<file path="src/rtl/pm1_pkg.sv">
// pm1_pkg: shared constants and types for the pm1 decoder output path.
// Holds the decoder output width, the bit positions of each decoder output
// within the packed vector, and the default capture-buffer depth.
package pm1_pkg;

    // Width of the decoder output vector.
    localparam int unsigned PM1_OUT_W = 13;

    // Bit positions of the individual decoder outputs inside the vector.
    localparam int unsigned PM1_PA0 = 0;
    localparam int unsigned PM1_PB0 = 1;
    localparam int unsigned PM1_PR  = 2;
    localparam int unsigned PM1_PC0 = 3;
    localparam int unsigned PM1_PS  = 4;
    localparam int unsigned PM1_PD0 = 5;
    localparam int unsigned PM1_PT  = 6;
    localparam int unsigned PM1_PU  = 7;
    localparam int unsigned PM1_PV  = 8;
    localparam int unsigned PM1_PW  = 9;
    localparam int unsigned PM1_PX  = 10;
    localparam int unsigned PM1_PY  = 11;
    localparam int unsigned PM1_PZ  = 12;

    // Default number of entries in the output capture buffer.
    localparam int unsigned PM1_OBUF_DEPTH = 4;

    // One decoder output sample.
    typedef logic [PM1_OUT_W-1:0] pm1_out_t;

    // True when n is a power of two and at least 2; used to sanity-check DEPTH.
    function automatic bit pm1_depth_ok(input int unsigned n);
        return (n >= 2) && ((n & (n - 1)) == 0);
    endfunction

endpackage

</file>
<file path="src/rtl/pm1_obuf_ram.sv">
// pm1_obuf_ram: DEPTH x WIDTH storage for the output capture buffer.
// One synchronous write port, one asynchronous read port, no reset: the
// contents are only ever observed through entries the pointers mark valid.
module pm1_obuf_ram
    import pm1_pkg::*;
#(
    parameter int unsigned DEPTH = PM1_OBUF_DEPTH,
    parameter int unsigned WIDTH = PM1_OUT_W,
    localparam int unsigned AW   = $clog2(DEPTH)
) (
    input  logic             clock,
    input  logic             we_i,
    input  logic [AW-1:0]    waddr_i,
    input  logic [WIDTH-1:0] wdata_i,
    input  logic [AW-1:0]    raddr_i,
    output logic [WIDTH-1:0] rdata_o
);

    logic [WIDTH-1:0] mem_q [DEPTH];

    // Write the addressed entry on an accepted push.
    always_ff @(posedge clock) begin
        if (we_i) begin
            mem_q[waddr_i] <= wdata_i;
        end
    end

    // Asynchronous read of the head entry.
    always_comb begin
        rdata_o = mem_q[raddr_i];
    end

endmodule

</file>
<file path="src/rtl/pm1_obuf.sv">
// pm1_obuf: output capture buffer for the pm1 decoder.
// Samples the decoder vector whenever in_valid is high, queues it in a small
// FIFO and hands it downstream under valid/ready. The decoder cannot be
// stalled, so a sample arriving with no room is dropped and recorded in a
// sticky overflow flag.
//
// Build option: define PM1_OBUF_DEDUP_EN to suppress samples identical to the
// most recently pushed one. Without it every valid sample is pushed or dropped.
module pm1_obuf
    import pm1_pkg::*;
#(
    parameter int unsigned DEPTH = PM1_OBUF_DEPTH,
    parameter int unsigned WIDTH = PM1_OUT_W,
    localparam int unsigned AW   = $clog2(DEPTH),
    localparam int unsigned CW   = AW + 1
) (
    input  logic             clock,
    input  logic             reset,
    input  logic             in_valid,
    input  logic [WIDTH-1:0] in_vec,
    output logic             in_ready,
    output logic             out_valid,
    output logic [WIDTH-1:0] out_vec,
    input  logic             out_ready,
    output logic [CW-1:0]    count,
    output logic             overflow,
    input  logic             clear_ovf
);

    localparam logic [CW-1:0] DepthC = CW'(DEPTH);

    // FIFO state.
    logic [AW-1:0] wr_ptr_q, wr_ptr_d;
    logic [AW-1:0] rd_ptr_q, rd_ptr_d;
    logic [CW-1:0] count_q, count_d;
    logic          out_valid_q, out_valid_d;
    logic          overflow_q, overflow_d;

    // Handshake decode.
    logic             suppress;
    logic             push;
    logic             pop;
    logic             drop;
    logic [WIDTH-1:0] rd_data;

`ifdef PM1_OBUF_DEDUP_EN
    // Most recently pushed vector and whether it is meaningful yet.
    logic [WIDTH-1:0] last_vec_q, last_vec_d;
    logic             last_ok_q, last_ok_d;

    // A repeat of the last pushed vector is neither stored nor counted as a drop.
    always_comb begin
        suppress = in_valid && last_ok_q && (in_vec == last_vec_q);
    end

    // Track the last pushed vector.
    always_comb begin
        last_vec_d = last_vec_q;
        last_ok_d  = last_ok_q;
        if (push) begin
            last_vec_d = in_vec;
            last_ok_d  = 1'b1;
        end
    end

    // Dedup registers, cleared by reset so the first sample after reset is kept.
    always_ff @(posedge clock) begin
        if (reset) begin
            last_vec_q <= '0;
            last_ok_q  <= 1'b0;
        end else begin
            last_vec_q <= last_vec_d;
            last_ok_q  <= last_ok_d;
        end
    end
`else
    // No dedup: nothing is ever suppressed.
    always_comb begin
        suppress = 1'b0;
    end
`endif

    // Ready whenever there is room or the head leaves this cycle, so a full
    // buffer still sustains one push and one pop per cycle.
    always_comb begin
        in_ready = (count_q < DepthC) || out_ready;
    end

    // Decode push, pop and drop for this cycle.
    always_comb begin
        pop  = out_valid_q && out_ready;
        push = in_valid && in_ready && !suppress;
        drop = in_valid && !in_ready && !suppress;
    end

    // Next-state for pointers, occupancy, head-valid and the sticky flag.
    always_comb begin
        wr_ptr_d   = wr_ptr_q;
        rd_ptr_d   = rd_ptr_q;
        count_d    = count_q;
        overflow_d = overflow_q;

        // Pointers are AW bits wide and DEPTH is a power of two, so the
        // increment wraps modulo DEPTH on its own.
        if (push) begin
            wr_ptr_d = wr_ptr_q + 1'b1;
        end
        if (pop) begin
            rd_ptr_d = rd_ptr_q + 1'b1;
        end

        unique case ({push, pop})
            2'b10:   count_d = count_q + 1'b1;
            2'b01:   count_d = count_q - 1'b1;
            default: count_d = count_q;
        endcase

        // A fresh drop wins over a simultaneous clear.
        if (drop) begin
            overflow_d = 1'b1;
        end else if (clear_ovf) begin
            overflow_d = 1'b0;
        end

        out_valid_d = (count_d != '0);
    end

    // FIFO state registers; reset discards all queued entries.
    always_ff @(posedge clock) begin
        if (reset) begin
            wr_ptr_q    <= '0;
            rd_ptr_q    <= '0;
            count_q     <= '0;
            out_valid_q <= 1'b0;
            overflow_q  <= 1'b0;
        end else begin
            wr_ptr_q    <= wr_ptr_d;
            rd_ptr_q    <= rd_ptr_d;
            count_q     <= count_d;
            out_valid_q <= out_valid_d;
            overflow_q  <= overflow_d;
        end
    end

    pm1_obuf_ram #(
        .DEPTH (DEPTH),
        .WIDTH (WIDTH)
    ) u_ram (
        .clock   (clock),
        .we_i    (push),
        .waddr_i (wr_ptr_q),
        .wdata_i (in_vec),
        .raddr_i (rd_ptr_q),
        .rdata_o (rd_data)
    );

    // Registered outputs; the head is forced to zero while nothing is valid.
    always_comb begin
        out_valid = out_valid_q;
        out_vec   = out_valid_q ? rd_data : '0;
        count     = count_q;
        overflow  = overflow_q;
    end

endmodule

</file>
<file path="config.mk">
export PLATFORM = sky130hd
export DESIGN_NAME = pm1_obuf
export DESIGN_NICKNAME = d
export VERILOG_FILES = /design/src/rtl/pm1_pkg.sv /design/src/rtl/pm1_obuf_ram.sv /design/src/rtl/pm1_obuf.sv
export SDC_FILE = /design/constraint.sdc
export NUM_CORES = 1
export LEC_CHECK = 0
export CAP_MARGIN = 20
export CORE_ASPECT_RATIO = 0.6
export CORE_MARGIN = 3
export CORE_UTILIZATION = 57
export DETAILED_ROUTE_END_ITERATION = 8
export HOLD_SLACK_MARGIN = 0.15
export PLACE_DENSITY = 0.87
export SLEW_MARGIN = 0
export SYNTH_ARGS = -nofsm -noshare
export SYNTH_HDL_FRONTEND = slang
export SYNTH_SLANG_ARGS = --single-unit
export TNS_END_PERCENT = 20
</file>
<file path="constraint.sdc">
create_clock -name clock -period 4.33 [get_ports clock]
set_input_delay 0.433 -clock clock [delete_from_list [all_inputs] [get_ports clock]]
set_output_delay 0.433 -clock clock [all_outputs]
set_load 0.03 [all_outputs]
</file>
==> flow_metrics.py <==
metrics = {
    "global_route": {
        "grt_pass1_wl_um": 7824,
        "grt_max_degree": 17,
        "grt_pass1_vias": 1432,
        "grt-ovfl-total": 0,
        "grt_antenna_before_repair": 0,
        "grt_usage_pct": 21.77,
    },
    "floorplan": {
        "dieArea_um2": 5207,
        "initial_core_util_pct": 63.40,
        "io_pins": 37,
        "rows": 17,
        "core-area_um2": 3914,
        "die_h_um": 57.11,
        "die_w_um": 91.18,
    },
    "timing": {
        "period_needed_ns": 3.091,
        "finalMaxSlewViolations": 0,
        "hold_viol": 0,
        "fmax_mhz": 323.5,
        "finalCritPeriodShare_pct": 71.38,
        "finClkSkew_ns": 0.004218,
        "fin_setup_tns_ns": 0,
        "worst_pin_slew_ns": 0.9252,
        "grt_setup_unrepaired": "no",
        "slew_headroom_pct": 38.23,
        "holdWs_ns": 0.5491,
        "setup_violations": 0,
    },
    "logic_synthesis": {
        "ys_seq_elements": 63,
        "postSynthCellCount": 136,
        "syn_avg_cell_area_um2": 18.24,
        "ys_seq_area_share_pct": 71.81,
        "syn_nets": 160,
        "synth_area_um2": 2481,
        "yosysUniqueCellTypes": 25,
        "yosysWarningCount": 0,
    },
    "worst_setup_path": {
        "cp-end-kind": "primary output",
        "crit_path_max_incr_delay_ns": 0.93,
        "path_class": "flip-flop to primary output",
        "cp_num_buf_inv": 1,
        "critPathTopFamily": "flip-flops",
        "cp-start-kind": "flip-flop",
        "path_cells": "mux4_2 > and2_1 > clkdlybuf4s50_1",
        "worst_ep_arrival_time_ns": 2.66,
        "worstPathRequired_ns": 3.90,
        "path_max_fanout": 13,
        "critical_path.slowest_cell": "dfxtp_1",
    },
    "hold_path": {
        "hold_class": "flip-flop to flip-flop",
    },
    "finish": {
        "drive_gt1_share_pct": 13.04,
        "synthToLayoutAreaGrowth_pct": 24.56,
        "final_cells": 241,
        "diodes": 0,
        "mostFrequentLayoutCells": "edfxtp_1 (52), clkdlybuf4s50_1 (36), and2_1 (14), dfxtp_1 (11), clkbuf_8 (11)",
        "final_common_cell": "edfxtp_1",
        "num-nets-final": 203,
        "final_core_util_pct": 78.96,
    },
    "placement": {
        "gp_congestion": 0.7270,
        "hpwlAfterDp_um": 3082,
        "placedCellCount": 225,
        "port_buffers": 36,
    },
    "clock_network": {
        "cts_setup_buffers": 0,
        "clock_latency_ns": 0.34,
        "cts_buffers": 9,
        "clk_path_buf_depth": 2,
        "cts_root_buf": "clkbuf_8",
        "cts_hold_buf": 0,
        "cts.sinks": 63,
        "cts_resized": 0,
        "cts_tree": "done",
        "clk_pin_slew_ns": 0.06,
        "htree_levels": 3,
    },
    "pwr": {
        "p_per_area_nw_per_um2": 556.5,
        "ir_worst_vdd_uv": 402.4,
        "p_leak_nw": 1.060,
    },
    "route": {
        "vias": 1360,
        "antenna_left": 0,
        "routedWlPerCell_um": 20.73,
        "drt-total-wl_um": 4996,
        "drc": 0,
        "drt_iter0_markers": 111,
        "firstDrtPassIters": 4,
        "vias_per_cell": 5.643,
    },
    "run_status": {
        "outcome": "finished, final reports clean",
    },
    "run": {
        "timing.max_cap.violations": 0,
    },
}
==> worst paths after layout <==
kind / start / end / slack, ns / cells past startpoint
hold reg to reg: wr_ptr_q[1]$_SDFFE_PP0P_ / wr_ptr_q[1]$_SDFFE_PP0P_ / 0.55 / 2
hold / removal: wr_ptr_q[1]$_SDFFE_PP0P_ / wr_ptr_q[1]$_SDFFE_PP0P_ / 0.55 / 2
setup / recovery: flip-flop / out_vec[2] / 1.24 / 3
setup reg to reg: count[2]$_SDFF_PP0_ / out_valid$_SDFF_PP0_ / 1.98 / 8
==> Yosys cell counts <==
library cell | n | area (µm²)
clkbuf_1 | 2 | 7.510
mux4_1 | 3 | 78.83
inv_1 | 4 | 15.01
nand3_1 | 3 | 15.01
o21ai_0 | 3 | 15.01
nor2_1 | 7 | 26.28
xor2_1 | 2 | 17.52
o211ai_1 | 1 | 7.510
edfxtp_1 | 52 | 1562
buf_2 | 1 | 5.000
nor2b_1 | 2 | 12.51
buf_6 | 1 | 11.26
and3_1 | 4 | 25.02
or4_1 | 1 | 7.510
nand2b_1 | 1 | 6.260
ha_1 | 5 | 62.56
nand2_1 | 1 | 3.750
dfxtp_1 | 11 | 220.2
a21oi_1 | 3 | 15.01
mux4_2 | 10 | 225.2
a21o_1 | 1 | 7.510
and2_1 | 14 | 87.58
mux2i_1 | 1 | 10.01
xnor2_1 | 2 | 17.52
fa_1 | 1 | 20.02
==> layout make-up <==
class                           count  area (µm²)
Clock buffer                       13       158.9
Clock inverter                      3       42.54
Fill cell                         228       823.3
Inverter                            4       15.01
Multi-Input combinational cell     65       660.6
Sequential cell                    63        1782
Tap cell                           57       71.32
Timing Repair Buffer               36       360.3
==> sequential cells by signal (all words and copies together), names as in the netlist, named ones only <==
| register | count |
|---|---|
| count | 3 |
| wr_ptr_q | 2 |
| out_valid | 1 |
| u_ram.mem_q | 52 |
| rd_ptr_q | 2 |
| overflow | 1 |
==> cell families after synthesis <==
family	after synthesis	share of synthesized area [%]
muxes	14	12.66
DFF	63	71.81
adders and majority gates	6	3.328
buffers and inverters	8	1.563
AOI/OAI and AO/OA	8	1.815
and+or+nand+nor	33	7.413
xor gates and xnor gates	4	1.412
==> power by group <==
part | internal (mW) | switching (mW)
logic | 0.209 | 0.226
clock network | 0.296 | 0.205
registers | 0.711 | 0.0719
total | 1.22 | 0.503
==> through the flow <==
step           power (mW)  instance area (µm²)  worst slack [ns]
3_3_place_gp        1.197                 2889             1.622
4_1_cts             1.735                 3090             1.164
3_5_place_dp        1.218                 2889             1.564
5_1_grt             1.796                 3090             1.022
2_1_floorplan       1.042                 2481             2.025
6_report            1.720                 3090             1.239
==> worst min-delay path: stages, from the launching register on <==
cell and delay [ns]:
dfxtp_1 0.34, o21ai_0 0.08, a21oi_1 0.07
==> per-layer routing <==
layer / wire (µm) / track usage (%)
met5: 0 / 0
met1: 1969 / 25.27
met3: 386 / 10.41
met2: 2530 / 34.62
met4: 110 / 10.73
Note: power is estimated with default switching activity, not from simulation.
